<file path="src/rtl/if_fetch_stage_if.sv">
// -----------------------------------------------------------------------------
// if_fetch_stage_if
// Instruction-memory bus between the fetch stage and the imem.
//
// Signals:
//   if_o_im_ce     fetch -> imem  chip-enable
//   if_o_im_addr   fetch -> imem  fetch address (the PC)
//   if_i_im_instr  imem -> fetch  returned instruction word
//   if_i_im_ce     imem -> fetch  returned word is valid
//
// Modports:
//   master  fetch-stage side
//   slave   imem side
// -----------------------------------------------------------------------------
interface if_fetch_stage_if #(
  parameter int PC_WIDTH = 32,
  parameter int IWIDTH   = 32
);
  logic                if_o_im_ce;
  logic [PC_WIDTH-1:0] if_o_im_addr;
  logic [IWIDTH-1:0]   if_i_im_instr;
  logic                if_i_im_ce;

  modport master (
    output if_o_im_ce,
    output if_o_im_addr,
    input  if_i_im_instr,
    input  if_i_im_ce
  );

  modport slave (
    input  if_o_im_ce,
    input  if_o_im_addr,
    output if_i_im_instr,
    output if_i_im_ce
  );
endinterface

</file>
<file path="src/rtl/if_fetch_stage.sv">
// -----------------------------------------------------------------------------
// if_fetch_stage
// Instruction-fetch stage of a 5-stage MIPS pipeline. Owns the PC, drives the
// imem chip-enable/address and captures the returned word into the IF/ID
// register. Applies redirect > stall > flush > normal-advance each cycle.
//
// Optional feature macro: IF_MISALIGN_CHK_EN
//   defined   : a redirect whose target has non-zero low bits sets a sticky
//               if_o_misalign flag (cleared only by reset).
//   undefined : if_o_misalign is tied to 0.
//
// Ports:
//   if_clk         pipeline clock (posedge)
//   im_rst         asynchronous, active-low reset
//   if_i_stall     hold PC and IF/ID
//   if_i_flush     replace IF/ID with a bubble
//   if_i_redirect  load PC from if_i_target
//   if_i_target    redirect target
//   im_bus         imem bus (master side): ce/addr out, instr/valid in
//   if_o_id_instr  IF/ID instruction (0 when not valid)
//   if_o_id_pc     IF/ID PC
//   if_o_id_pc4    IF/ID PC+4 (wraps)
//   if_o_id_valid  IF/ID holds a real instruction
//   if_o_misalign  sticky misaligned-redirect flag
// -----------------------------------------------------------------------------
module if_fetch_stage #(
  parameter int                  PC_WIDTH = 32,
  parameter int                  IWIDTH   = 32,
  parameter logic [PC_WIDTH-1:0] RESET_PC = '0
) (
  input  logic                if_clk,
  input  logic                im_rst,
  input  logic                if_i_stall,
  input  logic                if_i_flush,
  input  logic                if_i_redirect,
  input  logic [PC_WIDTH-1:0] if_i_target,
  if_fetch_stage_if.master    im_bus,
  output logic [IWIDTH-1:0]   if_o_id_instr,
  output logic [PC_WIDTH-1:0] if_o_id_pc,
  output logic [PC_WIDTH-1:0] if_o_id_pc4,
  output logic                if_o_id_valid,
  output logic                if_o_misalign
);

  typedef enum logic {
    S_BOOT = 1'b0,
    S_RUN  = 1'b1
  } state_t;

  state_t              state_q;
  logic [PC_WIDTH-1:0] pc_q;
  logic                im_ce_q;
  logic [IWIDTH-1:0]   id_instr_q;
  logic [PC_WIDTH-1:0] id_pc_q;
  logic [PC_WIDTH-1:0] id_pc4_q;
  logic                id_valid_q;

  // Sequential PC; natural wrap of the adder gives the modulo-2^PC_WIDTH rule.
  logic [PC_WIDTH-1:0] pc_seq_d;
  assign pc_seq_d = pc_q + PC_WIDTH'(4);

  // Redirect target with the byte-offset bits dropped.
  logic [PC_WIDTH-1:0] target_aligned_d;
  assign target_aligned_d = {if_i_target[PC_WIDTH-1:2], 2'b00};

`ifdef IF_MISALIGN_CHK_EN
  logic misalign_q;
`else
  logic unused_target_lo;
  assign unused_target_lo = ^if_i_target[1:0];
`endif

  always_ff @(posedge if_clk or negedge im_rst) begin
    if (!im_rst) begin
      state_q    <= S_BOOT;
      pc_q       <= RESET_PC;
      im_ce_q    <= 1'b0;
      id_instr_q <= '0;
      id_pc_q    <= '0;
      id_pc4_q   <= '0;
      id_valid_q <= 1'b0;
`ifdef IF_MISALIGN_CHK_EN
      misalign_q <= 1'b0;
`endif
    end else if (state_q == S_BOOT) begin
      // One idle cycle lets the imem image settle; all requests ignored.
      state_q <= S_RUN;
      im_ce_q <= 1'b1;
    end else begin
      // ce stays high even while stalled: the imem blanks its output when
      // ce is low, which would corrupt the word we resume with.
      im_ce_q <= 1'b1;
      if (if_i_redirect) begin
        pc_q       <= target_aligned_d;
        id_instr_q <= '0;
        id_pc_q    <= '0;
        id_pc4_q   <= '0;
        id_valid_q <= 1'b0;
`ifdef IF_MISALIGN_CHK_EN
        if (|if_i_target[1:0]) begin
          misalign_q <= 1'b1;
        end
`endif
      end else if (if_i_stall) begin
        // PC held; IF/ID held unless a flush lands in the same cycle.
        if (if_i_flush) begin
          id_instr_q <= '0;
          id_pc_q    <= '0;
          id_pc4_q   <= '0;
          id_valid_q <= 1'b0;
        end
      end else if (if_i_flush) begin
        pc_q       <= pc_seq_d;
        id_instr_q <= '0;
        id_pc_q    <= '0;
        id_pc4_q   <= '0;
        id_valid_q <= 1'b0;
      end else begin
        // An invalid imem return captures a nop so decode needs no gating,
        // and the PC is held so the same address is re-fetched.
        id_instr_q <= im_bus.if_i_im_ce ? im_bus.if_i_im_instr : '0;
        id_pc_q    <= pc_q;
        id_pc4_q   <= pc_seq_d;
        id_valid_q <= im_bus.if_i_im_ce;
        if (im_bus.if_i_im_ce) begin
          pc_q <= pc_seq_d;
        end
      end
    end
  end

  assign im_bus.if_o_im_ce   = im_ce_q;
  assign im_bus.if_o_im_addr = pc_q;
  assign if_o_id_instr       = id_instr_q;
  assign if_o_id_pc          = id_pc_q;
  assign if_o_id_pc4         = id_pc4_q;
  assign if_o_id_valid       = id_valid_q;

`ifdef IF_MISALIGN_CHK_EN
  assign if_o_misalign = misalign_q;
`else
  assign if_o_misalign = 1'b0;
`endif

endmodule

</file>
<file path="src/flat_wrapper.sv">
// flat-port wrapper written by rule: the top's interface ports become plain ports
module if_fetch_stage_flat 
#(
  parameter int                  PC_WIDTH = 32,
  parameter int                  IWIDTH   = 32,
  parameter logic [PC_WIDTH-1:0] RESET_PC = '0
)
  (if_clk, im_rst, if_i_stall, if_i_flush, if_i_redirect, if_i_target, if_o_id_instr, if_o_id_pc, if_o_id_pc4, if_o_id_valid, if_o_misalign, im_bus_if_o_im_ce, im_bus_if_o_im_addr, im_bus_if_i_im_instr, im_bus_if_i_im_ce);
  if_fetch_stage_if #(.PC_WIDTH(PC_WIDTH), .IWIDTH(IWIDTH)) im_bus_i ();
  input  logic if_clk;
  input  logic im_rst;
  input  logic if_i_stall;
  input  logic if_i_flush;
  input  logic if_i_redirect;
  input  logic [PC_WIDTH-1:0] if_i_target;
  output logic [IWIDTH-1:0] if_o_id_instr;
  output logic [PC_WIDTH-1:0] if_o_id_pc;
  output logic [PC_WIDTH-1:0] if_o_id_pc4;
  output logic if_o_id_valid;
  output logic if_o_misalign;
  output wire logic [$bits(im_bus_i.if_o_im_ce)-1:0] im_bus_if_o_im_ce;
  output wire logic [$bits(im_bus_i.if_o_im_addr)-1:0] im_bus_if_o_im_addr;
  input wire logic [$bits(im_bus_i.if_i_im_instr)-1:0] im_bus_if_i_im_instr;
  input wire logic [$bits(im_bus_i.if_i_im_ce)-1:0] im_bus_if_i_im_ce;
  assign im_bus_if_o_im_ce = im_bus_i.if_o_im_ce;
  assign im_bus_if_o_im_addr = im_bus_i.if_o_im_addr;
  assign im_bus_i.if_i_im_instr = im_bus_if_i_im_instr;
  assign im_bus_i.if_i_im_ce = im_bus_if_i_im_ce;
  if_fetch_stage #(.PC_WIDTH(PC_WIDTH), .IWIDTH(IWIDTH), .RESET_PC(RESET_PC)) u_core (.if_clk(if_clk), .im_rst(im_rst), .if_i_stall(if_i_stall), .if_i_flush(if_i_flush), .if_i_redirect(if_i_redirect), .if_i_target(if_i_target), .im_bus(im_bus_i), .if_o_id_instr(if_o_id_instr), .if_o_id_pc(if_o_id_pc), .if_o_id_pc4(if_o_id_pc4), .if_o_id_valid(if_o_id_valid), .if_o_misalign(if_o_misalign));
endmodule
</file>
<file path="config.mk">
export PLATFORM = sky130hd
export DESIGN_NAME = if_fetch_stage_flat
export DESIGN_NICKNAME = d
export VERILOG_FILES = /design/src/rtl/if_fetch_stage_if.sv /design/src/rtl/if_fetch_stage.sv /design/src/flat_wrapper.sv
export SDC_FILE = /design/constraint.sdc
export NUM_CORES = 1
export LEC_CHECK = 0
export CORE_AREA = 4 4 115 139
export DETAILED_ROUTE_END_ITERATION = 10
export DIE_AREA = 0 0 119 143
export GPL_TIMING_DRIVEN = 0
export HOLD_SLACK_MARGIN = 0.12
export PLACE_DENSITY = 0.76
export SLEW_MARGIN = 25
export SYNTH_ARGS = -nofsm -noshare
export SYNTH_HDL_FRONTEND = slang
export SYNTH_SLANG_ARGS = --single-unit
</file>
<file path="constraint.sdc">
create_clock -name if_clk -period 1.84 [get_ports if_clk]
set_input_delay 0.184 -clock if_clk [delete_from_list [all_inputs] [get_ports if_clk]]
set_output_delay 0.184 -clock if_clk [all_outputs]
set_load 0.02 [all_outputs]
</file>
Yosys cells after proc, flatten, opt, wreduce, memory -nomap -nowiden
Cells that the tools add are included.
{ "classes": {"n_addsub": 1, "n_eq_ne": 2, "muxes": 19, "n_reduce_logical": 3} }
{ "ops": {"columns": ["operator", "count"], "rows": [
  ["$mux 32", 15],
  ["$add 32x3->32 const B", 1],
  ["$mux 1", 4],
  ["$ne 3x1->1 const B", 1],
  ["$reduce_and 3->1", 1],
  ["$reduce_bool 3->1", 1],
  ["$ne 2x1->1 const B", 1],
  ["$reduce_and 2->1", 1]
]} }
{ "totals": {"reg_bits": 130, "inputBits": 70, "wordCells": 31} }

Logic depth before layout (Yosys ltp)
{ "depth": {"ltp_word": 5, "ltp_mapped": 6, "mapped_depth_nobuf": 5} }

Worst setup path after synthesis
No wires, ideal clock.
{ "synth_timing": {"kind": "flip-flop to flip-flop", "from": "reg u_core.pc_q[2] (netlist: u_core.im_bus.if_o_im_addr[2])", "to": "reg u_core.id_pc4_q[30] (netlist: u_core.if_o_id_pc4[30])", "setup_ns": 0.126, "arrival_time_ns": 1.886, "required_time_ns": 1.714, "setup_slack_ns": -0.172, "path_stages_with_launch": 6, "path_buffers": 0, "cell_sequence": "dfrtp_1 ha_1 nand3_2 nor4_1 a311oi_1 a221o_1"} }
{ "synth_between": {"elab_chain_cells": 4} }
{ "synth_lines": {"columns": ["element", "line_no", "text"], "rows": [
  ["from (decl)", "if_fetch_stage.sv:51", "logic [PC_WIDTH-1:0] pc_q;"],
  ["from (signal assigned)", "if_fetch_stage.sv:94", "pc_q <= target_aligned_d;"],
  ["from (signal assigned)", "if_fetch_stage.sv:113", "pc_q <= pc_seq_d;"],
  ["from (signal assigned)", "if_fetch_stage.sv:126", "pc_q <= pc_seq_d;"],
  ["$add 32x3->32", "if_fetch_stage.sv:60", "assign pc_seq_d = pc_q + PC_WIDTH'(4);"],
  ["$mux 32", "if_fetch_stage.sv:112", "end else if (if_i_flush) begin"],
  ["$mux 32", "if_fetch_stage.sv:104", "end else if (if_i_stall) begin"],
  ["$mux 32", "if_fetch_stage.sv:93", "if (if_i_redirect) begin"],
  ["to (signal assigned)", "if_fetch_stage.sv:123", "id_pc4_q <= pc_seq_d;"],
  ["to (decl)", "if_fetch_stage.sv:55", "logic [PC_WIDTH-1:0] id_pc4_q;"]
]} }
Every way passes these cells.
A chain may end at the register's enable or synchronous reset.

Worst setup path after layout
{ "layout_timing": {"from": "reg u_core.pc_q[4] (netlist: u_core.im_bus.if_o_im_addr[4])", "to": "reg u_core.id_pc4_q[27] (netlist: u_core.if_o_id_pc4[27])"} }
The elaborated chain is that of the path after synthesis.

==> impl_metrics.py <==
metrics = {
    "cells_and_area": {
        "register_area_um2": 3140,
        "antenna_cells": 0,
        "finish.utilization_pct": 63.1,
        "multi_input_area_um2": 2730,
        "area_growth_pct": 55.1,
        "layout_common_cells": "193 x clkdlybuf4s50_1, 116 x dfrtp_1, 62 x nand2_1",
        "layout.nets": 899,
        "fin_area_um2": 9320,
        "drive_gt1_share_pct": 17.5,
        "n_fill_cell": 1168,
        "final_common_cell": "clkdlybuf4s50_1",
    },
    "floorplan": {
        "fp.coreArea_um2": 14800,
        "rows": 49,
        "die_height_um": 143,
        "io-pin-count": 201,
        "start_util_pct": 40.7,
        "dieArea_um2": 17000,
        "die_width_um": 119,
    },
    "global_routing": {
        "grt_max_degree": 89,
        "antenna_found_initial": 0,
        "grt_pass1_vias": 6192,
        "grt_pass1_wl_mm": 35.3,
        "grtUsageTotal_pct": 26.8,
        "grt_overflow_total": 0,
    },
    "pwr": {
        "powerDensity_nw_per_um2": 937,
        "p_sw_uw": 2620,
        "peakVddDrop_mv": 0.665,
        "finalPower_uw": 8730,
        "seq_power_share_pct": 36.9,
        "p_int_uw": 6110,
        "power_frac_comb_pct": 24.0,
        "power.share.switching_pct": 30.0,
        "pwr-share-clk_pct": 39.1,
        "p_leak_uw": 0.00399,
    },
    "yosys": {
        "synthesis.area_um2": 6010,
        "synth_top_area_cell": "dfrtp_1",
        "async_flop_share_pct": 100,
        "ys_types": 57,
        "synth_warnings": 0,
        "synth-seq-cells": 125,
        "ys_top_cells_by_area": "dfrtp_1 52%, a22o_1 8.0%, nand2_1 3.9%, o21ai_0 3.2%, buf_2 2.3%",
        "synth_top_area_share_pct": 52.1,
        "synth_flop_cell": "dfrtp_1",
        "syn_inst": 589,
        "synth_edf_count": 0,
        "yosysSeqAreaShare_pct": 52.1,
        "postSynthAreaPerCell_um2": 10.2,
    },
    "clock_network": {
        "cts.sinks": 125,
        "cts_max_path_buffers": 2,
        "clk_pin_slew_worst_paths_ns": 0.06,
        "htree_levels": 4,
        "root_buffer": "clkbuf_16",
        "numCtsBuffers": 17,
        "worstSkewPairLatency_ns": 0.43,
        "cts_tree": "done",
    },
    "timing": {
        "hold_viol": 0,
        "slew_headroom_pct": 53.1,
        "rsz0062_at_grt": "true",
        "slew_viol_final": 0,
        "fin_skew_ns": 0.0114,
        "fin_crit_sh_pct": 99.6,
        "worst_pin_slew_ns": 0.704,
        "finalWorstSetupSlack_ns": 0.00818,
        "timing.fmax_ghz": 0.546,
        "setup_violations": 0,
        "min_period_ns": 1.83,
    },
    "routing": {
        "wl_per_cell_um": 21.9,
        "wirelength_mm": 22.8,
        "drt-initial-drc-count": 869,
        "vias_per_cell": 5.82,
        "dr.pass1.iters": 5,
        "vias": 6078,
        "postRouteAntennaNets": 0,
        "post-route-drc-count": 0,
    },
    "critical_path": {
        "crit_type": "flip-flop to flip-flop",
        "rrSetupSlack_ns": 0.008,
        "timing.rr.end": "u_core.if_o_id_pc4[27]$_DFFE_PN0P_",
        "rr_worst_depth": 6,
        "critPathRequiredTime_ns": 2.14,
        "path_max_fanout": 10,
        "crit_arrival_ns": 2.13,
        "cp-start-kind": "flip-flop",
        "cp-end-kind": "flip-flop",
        "r2r-start": "u_core.im_bus.if_o_im_addr[4]$_DFFE_PN0P_",
    },
    "hold_path": {
        "min_path_type": "input port to async pin",
    },
    "placed_design": {
        "gp_congestion": 0.908,
        "pre_cts_ws_ns": -0.772,
        "hpwl_mm": 16.1,
        "numPortBuffers": 195,
        "place_area_um2": 8280,
    },
    "run": {
        "drv_cap": 0,
    },
    "outcome": {
        "outcome": "complete, no violations",
    },
}
-- area by class of cell --
type / count / share of cell area (%)
timing repair buffer: 220 / 23.3
sequential: 125 / 33.7
tap: 204 / 2.74
multi-input combinational: 398 / 29.3
inverter: 7 / 0.282
buffer: 59 / 4.23
clock buffer: 20 / 4.90
clock inverter: 12 / 1.56
-- critical path, cell delays in order, from the launching register on --
cell      delay (ns)
dfrtp_1         0.38
buf_6           0.16
nand4_1         0.20
nor4_4          0.37
buf_4           0.20
a311oi_1        0.11
a221o_1         0.29
-- power by group through the flow --
stage / Combinational (µW) / Clock [µW] / Sequential, µW
2_1_floorplan: 695 / 0 / 3460
3_3_place_gp: 1840 / 0 / 3240
3_5_place_dp: 1870 / 0 / 3250
4_1_cts: 1970 / 3440 / 3210
5_1_grt: 2220 / 3570 / 3250
6_report: 2090 / 3410 / 3220
-- worst max-delay path by stage --
stage,startpoint,to,slack (ns),cells past startpoint
2_1_floorplan,u_core.im_bus.if_o_im_addr[7]$_DFFE_PN0P_,u_core.if_o_id_pc4[23]$_DFFE_PN0P_,-0.006,6
3_3_place_gp,im_rst,u_core.im_bus.if_o_im_addr[2]$_DFFE_PN0P_,-4.76,1
3_5_place_dp,if_i_flush,u_core.if_o_id_pc[13]$_DFFE_PN0P_,-0.77,5
4_1_cts,u_core.im_bus.if_o_im_addr[2]$_DFFE_PN0P_,u_core.im_bus.if_o_im_addr[28]$_DFFE_PN0P_,-0.008,6
5_1_grt,u_core.im_bus.if_o_im_addr[7]$_DFFE_PN0P_,u_core.if_o_id_pc4[27]$_DFFE_PN0P_,-0.04,7
6_report,u_core.im_bus.if_o_im_addr[4]$_DFFE_PN0P_,u_core.if_o_id_pc4[27]$_DFFE_PN0P_,0.008,6
-- routing by layer --
metal,GRT usage [%],vias to the layer above,part of all wire [%]
li1,-,2679,-
met5,0,-,0
met4,11.2,0,3.4
met1,33.5,2978,39
met2,44.5,354,49
met3,6.66,67,8.2
-- flip-flops by register name, summed over array words and instances, names as in the netlist --
| register | cells |
|---|---|
| u_core.if_o_id_instr | 32 |
| u_core.if_o_id_pc | 31 |
| u_core.if_o_id_pc4 | 30 |
| u_core.if_o_id_valid | 1 |
| u_core.im_bus.if_o_im_addr | 30 |
| u_core.im_bus.if_o_im_ce | 1 |
-- logic make-up (layout without fill, tap and decap cells) --
group / after synthesis / after routing / share of synthesized area [%]
AOI/OAI and AO/OA: 180 / 180 / 21.7
xor gates and xnor gates: 14 / 14 / 2.04
adders and majority gates: 1 / 1 / 0.208
buffers and inverters: 68 / 318 / 5.60
DFF: 125 / 125 / 52.1
muxes: 2 / 2 / 0.333
other: 2 / 4 / 0.125
and+or+nand+nor: 197 / 197 / 18.0
-- cells in the mapped netlist, types with 3 or more instances --
library cell and n:
xor2_1 5, o2bb2ai_1 3, o21a_1 4, clkbuf_1 22, nand3_1 24, nand4_1 15
a22o_1 55, nor2_1 20, nand2b_1 5, inv_1 7, xnor2_1 9, buf_4 8
a311oi_1 3, o21ai_0 38, dfrtp_1 125, and3_1 19, nand2_1 62, or4_1 4
and2_1 5, o311ai_0 7, nor4_1 9, o211ai_1 18, a21oi_1 25, a211o_1 3
nor3_1 11, or3_1 6, and4_1 4, buf_2 28
-- through the flow --
step	cells	setup TNS (ns)	hold slack, ns
6_report	1045	0	0.242
5_1_grt	1045	-0.157	0.255
4_1_cts	1033	-0.0121	0.235
3_5_place_dp	991	-79.12	0.0825
3_3_place_gp	990	-615.45	0.456
2_1_floorplan	591	-0.00646	-0.112
-- timing repair --
item	4_1_cts	5_1_grt
hold endpoints to repair	125	0
setup buffers	10	13
hold buffers	1	0
pin swaps	3	13
gates cloned	0	0
endpoints found under the setup margin	125	93
resized for setup	43	45
No activity file was read; power rests on OpenSTA's default activity.
